[config.mk]
export PLATFORM = sky130hd
export DESIGN_NAME = decode_ctrl_flat
export DESIGN_NICKNAME = d
export VERILOG_FILES = /design/src/rtl/decode_ctrl_if.sv /design/src/rtl/decode_ctrl.sv /design/src/flat_wrapper.sv
export SDC_FILE = /design/constraint.sdc
export NUM_CORES = 1
export LEC_CHECK = 0
export ABC_AREA = 1
export CAP_MARGIN = 20
export CELL_PAD_IN_SITES_DETAIL_PLACEMENT = 0
export CELL_PAD_IN_SITES_GLOBAL_PLACEMENT = 1
export CORE_UTILIZATION = 25
export DETAILED_ROUTE_END_ITERATION = 6
export PLACE_DENSITY_LB_ADDON = 0.2
export SETUP_SLACK_MARGIN = 0.5
export SLEW_MARGIN = 5
export SYNTH_ARGS = -nofsm -noshare
export SYNTH_HDL_FRONTEND = slang
export SYNTH_SLANG_ARGS = --single-unit
[constraint.sdc]
create_clock -name clk -period 1.6 [get_ports clk]
set_input_delay 0.4 -clock clk [delete_from_list [all_inputs] [get_ports clk]]
set_output_delay 0.4 -clock clk [all_outputs]
set_load 0.05 [all_outputs]
[src/rtl/decode_ctrl_if.sv]
// Decode-stage bus: instruction in D, flush request from E, and the
// ID/EX control word, hazard stalls and illegal-instruction status.
interface decode_ctrl_if #(
    parameter int CNT_W = 8
);
    logic [31:0]      InstrD;
    logic             ValidD;
    logic             FlushE;
    logic [2:0]       ImmSrcD;
    logic             StallF;
    logic             StallD;
    logic             ValidE;
    logic             RegWriteE;
    logic [1:0]       ResultSrcE;
    logic             MemWriteE;
    logic             BranchE;
    logic             JumpE;
    logic             JalrE;
    logic             ALUSrcAE;
    logic             ALUSrcBE;
    logic [3:0]       ALUControlE;
    logic [4:0]       RdE;
    logic             IllegalE;
    logic [CNT_W-1:0] IllegalCnt;

    // Pipeline side: supplies the instruction, observes the control word
    modport master (
        output InstrD, ValidD, FlushE,
        input  ImmSrcD, StallF, StallD, ValidE, RegWriteE, ResultSrcE,
               MemWriteE, BranchE, JumpE, JalrE, ALUSrcAE, ALUSrcBE,
               ALUControlE, RdE, IllegalE, IllegalCnt
    );

    // Controller side
    modport slave (
        input  InstrD, ValidD, FlushE,
        output ImmSrcD, StallF, StallD, ValidE, RegWriteE, ResultSrcE,
               MemWriteE, BranchE, JumpE, JalrE, ALUSrcAE, ALUSrcBE,
               ALUControlE, RdE, IllegalE, IllegalCnt
    );
endinterface

[src/rtl/decode_ctrl.sv]
// RV32I decode-stage controller: decodes the D instruction into the
// immediate select and the D->E control word, holds the ID/EX control
// register, stalls F/D on load-use, bubbles on flush and counts illegals.
module decode_ctrl #(
    parameter int CNT_W = 8
) (
    input logic          clk,
    input logic          rst_n,
    decode_ctrl_if.slave bus
);
    localparam logic [6:0] OP_R      = 7'b0110011;
    localparam logic [6:0] OP_I      = 7'b0010011;
    localparam logic [6:0] OP_LOAD   = 7'b0000011;
    localparam logic [6:0] OP_STORE  = 7'b0100011;
    localparam logic [6:0] OP_BRANCH = 7'b1100011;
    localparam logic [6:0] OP_JAL    = 7'b1101111;
    localparam logic [6:0] OP_JALR   = 7'b1100111;
    localparam logic [6:0] OP_LUI    = 7'b0110111;
    localparam logic [6:0] OP_AUIPC  = 7'b0010111;

    typedef struct packed {
        logic       valid;
        logic       reg_write;
        logic [1:0] result_src;
        logic       mem_write;
        logic       branch;
        logic       jump;
        logic       jalr;
        logic       alu_src_a;
        logic       alu_src_b;
        logic [3:0] alu_ctrl;
        logic [4:0] rd;
    } ctrl_t;

    // ALU op from funct3; alt_sub/alt_sra carry funct7[5] where it applies
    function automatic logic [3:0] alu_from_f3(input logic [2:0] f3,
                                               input logic alt_sub,
                                               input logic alt_sra);
        case (f3)
            3'b000:  return alt_sub ? 4'h1 : 4'h0;
            3'b001:  return 4'h7;
            3'b010:  return 4'h5;
            3'b011:  return 4'h6;
            3'b100:  return 4'h4;
            3'b101:  return alt_sra ? 4'h9 : 4'h8;
            3'b110:  return 4'h3;
            default: return 4'h2;
        endcase
    endfunction

    logic [6:0]       opcode;
    logic [2:0]       funct3;
    logic             f7b5;
    logic [4:0]       rd_f, rs1, rs2;
    ctrl_t            dec_p0;
    logic [2:0]       imm_src;
    logic             use_rs1, use_rs2, illegal;
    ctrl_t            ctrl_p1;
    logic             illegal_p1;
    logic [CNT_W-1:0] ill_cnt;
    logic             hazard;

    assign opcode = bus.InstrD[6:0];
    assign rd_f   = bus.InstrD[11:7];
    assign funct3 = bus.InstrD[14:12];
    assign rs1    = bus.InstrD[19:15];
    assign rs2    = bus.InstrD[24:20];
    assign f7b5   = bus.InstrD[30];

    // Opcode decode into the E control word, immediate select and register usage
    always_comb begin
        dec_p0       = '0;
        dec_p0.valid = 1'b1;
        imm_src      = 3'b000;
        use_rs1      = 1'b0;
        use_rs2      = 1'b0;
        illegal      = 1'b0;
        case (opcode)
            OP_R: begin
                dec_p0.reg_write = 1'b1;
                dec_p0.alu_ctrl  = alu_from_f3(funct3, f7b5, f7b5);
                use_rs1          = 1'b1;
                use_rs2          = 1'b1;
            end
            OP_I: begin
                dec_p0.reg_write = 1'b1;
                dec_p0.alu_src_b = 1'b1;
                dec_p0.alu_ctrl  = alu_from_f3(funct3, 1'b0, f7b5);
                use_rs1          = 1'b1;
            end
            OP_LOAD: begin
                dec_p0.reg_write  = 1'b1;
                dec_p0.result_src = 2'b01;
                dec_p0.alu_src_b  = 1'b1;
                use_rs1           = 1'b1;
            end
            OP_STORE: begin
                dec_p0.mem_write = 1'b1;
                dec_p0.alu_src_b = 1'b1;
                imm_src          = 3'b001;
                use_rs1          = 1'b1;
                use_rs2          = 1'b1;
            end
            OP_BRANCH: begin
                dec_p0.branch   = 1'b1;
                dec_p0.alu_ctrl = 4'h1;
                imm_src         = 3'b010;
                use_rs1         = 1'b1;
                use_rs2         = 1'b1;
            end
            OP_JAL: begin
                dec_p0.reg_write  = 1'b1;
                dec_p0.result_src = 2'b10;
                dec_p0.jump       = 1'b1;
                imm_src           = 3'b011;
            end
            OP_JALR: begin
                dec_p0.reg_write  = 1'b1;
                dec_p0.result_src = 2'b10;
                dec_p0.jump       = 1'b1;
                dec_p0.jalr       = 1'b1;
                dec_p0.alu_src_b  = 1'b1;
                use_rs1           = 1'b1;
            end
            OP_LUI: begin
                dec_p0.reg_write = 1'b1;
                dec_p0.alu_src_b = 1'b1;
                dec_p0.alu_ctrl  = 4'hA;
                imm_src          = 3'b100;
            end
            OP_AUIPC: begin
                dec_p0.reg_write = 1'b1;
                dec_p0.alu_src_a = 1'b1;
                dec_p0.alu_src_b = 1'b1;
                imm_src          = 3'b100;
            end
            default: begin
                dec_p0.valid = 1'b0;
                illegal      = 1'b1;
            end
        endcase
        // Only instructions that write rd carry a destination; x0 stays 0 anyway
        dec_p0.rd = dec_p0.reg_write ? rd_f : 5'd0;
    end

    // Load-use hazard: the load in E has not produced data the D instruction reads
    always_comb begin
        hazard = bus.ValidD && ctrl_p1.valid && (ctrl_p1.result_src == 2'b01) &&
                 (ctrl_p1.rd != 5'd0) &&
                 (((rs1 == ctrl_p1.rd) && use_rs1) || ((rs2 == ctrl_p1.rd) && use_rs2));
    end

    // ---- D -> E boundary: ID/EX control register and illegal counter ----
    always_ff @(posedge clk) begin
        if (!rst_n) begin
            ctrl_p1    <= '0;
            illegal_p1 <= 1'b0;
            ill_cnt    <= '0;
        end else begin
            ctrl_p1    <= '0;
            illegal_p1 <= 1'b0;
            if (bus.FlushE || hazard || !bus.ValidD) begin
                // bubble; a flushed illegal is simply dropped
            end else if (illegal) begin
                illegal_p1 <= 1'b1;
                if (ill_cnt != {CNT_W{1'b1}})
                    ill_cnt <= ill_cnt + 1'b1;
            end else begin
                ctrl_p1 <= dec_p0;
            end
        end
    end

    assign bus.ImmSrcD     = imm_src;
    assign bus.StallF      = hazard;
    assign bus.StallD      = hazard;
    assign bus.ValidE      = ctrl_p1.valid;
    assign bus.RegWriteE   = ctrl_p1.reg_write;
    assign bus.ResultSrcE  = ctrl_p1.result_src;
    assign bus.MemWriteE   = ctrl_p1.mem_write;
    assign bus.BranchE     = ctrl_p1.branch;
    assign bus.JumpE       = ctrl_p1.jump;
    assign bus.JalrE       = ctrl_p1.jalr;
    assign bus.ALUSrcAE    = ctrl_p1.alu_src_a;
    assign bus.ALUSrcBE    = ctrl_p1.alu_src_b;
    assign bus.ALUControlE = ctrl_p1.alu_ctrl;
    assign bus.RdE         = ctrl_p1.rd;
    assign bus.IllegalE    = illegal_p1;
    assign bus.IllegalCnt  = ill_cnt;
endmodule
[src/flat_wrapper.sv]
// flat-port wrapper written by rule: the top's interface ports become plain ports
module decode_ctrl_flat 
#(
    parameter int CNT_W = 8
)
  (clk, rst_n, bus_InstrD, bus_ValidD, bus_FlushE, bus_ImmSrcD, bus_StallF, bus_StallD, bus_ValidE, bus_RegWriteE, bus_ResultSrcE, bus_MemWriteE, bus_BranchE, bus_JumpE, bus_JalrE, bus_ALUSrcAE, bus_ALUSrcBE, bus_ALUControlE, bus_RdE, bus_IllegalE, bus_IllegalCnt);
  decode_ctrl_if #(.CNT_W(CNT_W)) bus_i ();
  input logic clk;
  input logic rst_n;
  input wire logic [$bits(bus_i.InstrD)-1:0] bus_InstrD;
  input wire logic [$bits(bus_i.ValidD)-1:0] bus_ValidD;
  input wire logic [$bits(bus_i.FlushE)-1:0] bus_FlushE;
  output wire logic [$bits(bus_i.ImmSrcD)-1:0] bus_ImmSrcD;
  output wire logic [$bits(bus_i.StallF)-1:0] bus_StallF;
  output wire logic [$bits(bus_i.StallD)-1:0] bus_StallD;
  output wire logic [$bits(bus_i.ValidE)-1:0] bus_ValidE;
  output wire logic [$bits(bus_i.RegWriteE)-1:0] bus_RegWriteE;
  output wire logic [$bits(bus_i.ResultSrcE)-1:0] bus_ResultSrcE;
  output wire logic [$bits(bus_i.MemWriteE)-1:0] bus_MemWriteE;
  output wire logic [$bits(bus_i.BranchE)-1:0] bus_BranchE;
  output wire logic [$bits(bus_i.JumpE)-1:0] bus_JumpE;
  output wire logic [$bits(bus_i.JalrE)-1:0] bus_JalrE;
  output wire logic [$bits(bus_i.ALUSrcAE)-1:0] bus_ALUSrcAE;
  output wire logic [$bits(bus_i.ALUSrcBE)-1:0] bus_ALUSrcBE;
  output wire logic [$bits(bus_i.ALUControlE)-1:0] bus_ALUControlE;
  output wire logic [$bits(bus_i.RdE)-1:0] bus_RdE;
  output wire logic [$bits(bus_i.IllegalE)-1:0] bus_IllegalE;
  output wire logic [$bits(bus_i.IllegalCnt)-1:0] bus_IllegalCnt;
  assign bus_i.InstrD = bus_InstrD;
  assign bus_i.ValidD = bus_ValidD;
  assign bus_i.FlushE = bus_FlushE;
  assign bus_ImmSrcD = bus_i.ImmSrcD;
  assign bus_StallF = bus_i.StallF;
  assign bus_StallD = bus_i.StallD;
  assign bus_ValidE = bus_i.ValidE;
  assign bus_RegWriteE = bus_i.RegWriteE;
  assign bus_ResultSrcE = bus_i.ResultSrcE;
  assign bus_MemWriteE = bus_i.MemWriteE;
  assign bus_BranchE = bus_i.BranchE;
  assign bus_JumpE = bus_i.JumpE;
  assign bus_JalrE = bus_i.JalrE;
  assign bus_ALUSrcAE = bus_i.ALUSrcAE;
  assign bus_ALUSrcBE = bus_i.ALUSrcBE;
  assign bus_ALUControlE = bus_i.ALUControlE;
  assign bus_RdE = bus_i.RdE;
  assign bus_IllegalE = bus_i.IllegalE;
  assign bus_IllegalCnt = bus_i.IllegalCnt;
  decode_ctrl #(.CNT_W(CNT_W)) u_core (.clk(clk), .rst_n(rst_n), .bus(bus_i));
endmodule
==> out/metrics.yaml <==
r2r-start: "u_core.bus.RdE[2]"
nFillCells: 560
grt_remaining_overflow: 0
grt_max_degree: 17
drc_errors: 0
synth_edf_count: 0
yosys_warnings: 0
initialDrtViolationCount: 46
ant_nets: 0
layout_min_cycle_time_ps: 1870
synthAdderAreaFrac: 0.00790
cts_tree: "yes"
powerDensity_nw_per_um2: 463
clock_sinks: 28
max_cap_violations: 0
fin_util: 0.586
ys_async_sr_fraction: 0
crit_type: "register to output port"
r2r_cells: 13
vdd_ir_drop_max_mv: 0.388
path_max_fanout: 2
synth.avg_cell_area_um2: 6.36
drv_slew: 0
die_x_um: 81.6
routed_wl_um: 4630
hold_violations: 0
dp_hpwl_um: 3620
synth_compound_area_frac: 0.0608
drive_above_1_share: 0.535
worstSetupStartpoint: "u_core.bus.RdE[1]"
grt_usage: 0.152
start_util: 0.263
arrival_ps: 1470
netlist_area_um2: 1580
synth_nets: 286
fin_total_pwr_mw: 1.64
area_delta_synth_final_pct: 123
timing.fmax_mhz: 536
viasPerCell: 4.18
synth_xor_area_frac: 0.0111
io_buffers: 62
std_cell_rows: 28
synthSimpleGateAreaFrac: 0.427
grt_first_pass_wirelength_um: 7670
worst_setup_path_start_kind: "register"
cts-htree-levels: 1
clkTransAtPathRegs_ps: 90
finalNonFillerCells: 447
p_leak_nw: 1.64
clockRootBuffer: "clkbuf_8"
synth_top_family_by_area: "simple AND/OR/NAND/NOR gates"
rsz0062_at_grt: "yes"
timing.final.crit_share: 1.17
grt_pass1_vias: 1789
required_ps: 1200
io_pins: 69
clock_latency_ps: 280
die_area_um2: 6660
dp.cells: 423
setup_tns_ps: -2060
cp-end-kind: "output port"
ys.flop_type: "dfxtp_1"
violations: "setup timing"
dpl_cell_area_um2: 3060
worstSetupEndpoint: "bus_StallF"
first_pass_iters: 4
multiInputGateArea_um2: 1060
synth-seq-area-share: 0.354
ff2ff_setup_slack_ps: -90
maxSlewHeadroom: 0.793
die_h_um: 81.6
finClkSkew_ps: 5.43
outcome: "finished with violations"
ys_types: 27
worst_pin_slew_ps: 306
globalplace.congestion: 0.879
antennaDiodeCount: 0
avgRoutedWirePerCell_um: 10.4
antenna_found_initial: 0
r2r_end: "u_core.bus.RdE[1]"
synthMuxAreaShare: 0
cts_buffer_depth: 2
cts_buffers: 3
design_area_um2: 3530
finalNetCount: 410
core_area_um2: 6030
via_count: 1870
finalSetupViolCount: 32
synth-seq-cells: 28
netlist_instances: 249
postCtsHoldBufs: 0
fin_ws_ps: -266
hold_path.class: "input pin to register"
seqCellArea_um2: 626
## state kept, by name, summed over array words and instances (netlist names)
signal                  count
u_core.bus.BranchE          1
u_core.bus.ValidE           1
u_core.bus.ALUSrcBE         1
u_core.bus.IllegalE         1
u_core.bus.ALUControlE      4
u_core.bus.MemWriteE        1
u_core.bus.ALUSrcAE         1
u_core.bus.JumpE            1
u_core.bus.RegWriteE        1
u_core.bus.IllegalCnt       8
u_core.bus.RdE              5
u_core.bus.ResultSrcE       2
u_core.bus.JalrE            1
## per-stage QoR
| step | hold WS [ps] | setup slack (ps) |
|---|---|---|
| floorplan | 503 | -279 |
| global placement | 548 | -793 |
| detailed placement | 551 | -798 |
| CTS | 441 | -302 |
| global route | 495 | -417 |
| finish | 481 | -266 |
## where the power goes
part / switching (mW) / internal [mW] / total, mW / leakage (nW)
Clock: 0.223 / 0.335 / 0.558 / 0.0357
Combinational: 0.179 / 0.190 / 0.370 / 1.36
Sequential: 0.0159 / 0.692 / 0.707 / 0.244
Total: 0.418 / 1.22 / 1.64 / 1.64
## layer usage
metal	share of wire	global-route usage	vias up	routed length (um)
met4	0.022	0.0702	0	104
met3	0.034	0.0178	7	159
li1	-	-	1006	-
met5	0	0	-	0
met2	0.52	0.283	36	2400
met1	0.42	0.171	821	1970
## synth_stat cells (2+ instances only)
master | count | area share
nand2_1 | 57 | 0.14
nor2_1 | 54 | 0.13
inv_1 | 52 | 0.12
dfxtp_1 | 28 | 0.35
nand4_1 | 10 | 0.039
nand3_1 | 6 | 0.019
nor3_1 | 6 | 0.019
o21ai_0 | 5 | 0.016
a21oi_1 | 4 | 0.013
nand2_4 | 4 | 0.028
nor2_4 | 3 | 0.021
o21bai_1 | 3 | 0.014
inv_2 | 2 | 0.0047
nand2_2 | 2 | 0.0079
## what timing repair did
action                     in CTS  in global routing
pin swaps                      27                 23
setup endpoints to repair      61                 61
hold endpoints to repair        0                  0
buffers inserted               17                  2
cloned                          1                  0
resized for setup             105                 31
## how the worst min path moves through the flow
stage | startpoint | end | depth (start not counted)
2_1_floorplan | bus_InstrD[7] | u_core.bus.RdE[0] | 2
3_3_place_gp | u_core.bus.IllegalCnt[2] | u_core.bus.IllegalCnt[2] | 4
3_5_place_dp | u_core.bus.IllegalCnt[2] | u_core.bus.IllegalCnt[2] | 4
4_1_cts | bus_InstrD[5] | u_core.bus.ALUSrcAE | 4
5_1_grt | bus_InstrD[5] | u_core.bus.ResultSrcE[0] | 4
6_report | bus_InstrD[5] | u_core.bus.ResultSrcE[0] | 4
## kinds of logic (layout without fill, tap and decap cells)
kind of cell    Yosys count  after routing
fa+ha+maj                 1              1
flops                    28             28
buf+inv                  56            178
xor+xnor                  2              2
simple gates            146            147
compound gates           16             16
## worst max-delay path: stages, from the launching register on
cell        delay, ps
dfxtp_4           360
buf_4             140
nand2_1            60
nand2_1            50
nor2_1             80
nand4_1           100
nand2_2           100
nand2_4            60
clkinvlp_4        110
buf_12            140
## layout by cell type, fill, tap and decap left out, types with 4 or more instances in the layout
cell             Yosys  final
buf_12               0     33
buf_4                1     42
buf_6                1     20
clkdlybuf4s50_1      0     11
dfxtp_2              0     16
dfxtp_4              0     12
dlygate4sd2_1        0     10
inv_1               52     36
inv_2                2     10
inv_4                0      4
nand2_1             57     47
nand2_2              2      6
nand2_4              4      8
nand4_1             10     10
nor2_1              54     39
nor2_2               1      6
nor2_4               3     13
nor3_1               6      4
## layout make-up
| cell class | count | area share |
|---|---|---|
| Clock inverter | 1 | 0.00850 |
| Multi-Input combinational cell | 166 | 0.299 |
| Inverter | 54 | 0.0655 |
| Timing Repair Buffer | 120 | 0.411 |
| Tap cell | 75 | 0.0266 |
| Sequential cell | 28 | 0.177 |
| Clock buffer | 3 | 0.0117 |
No activity file was read; power rests on OpenSTA's default activity.
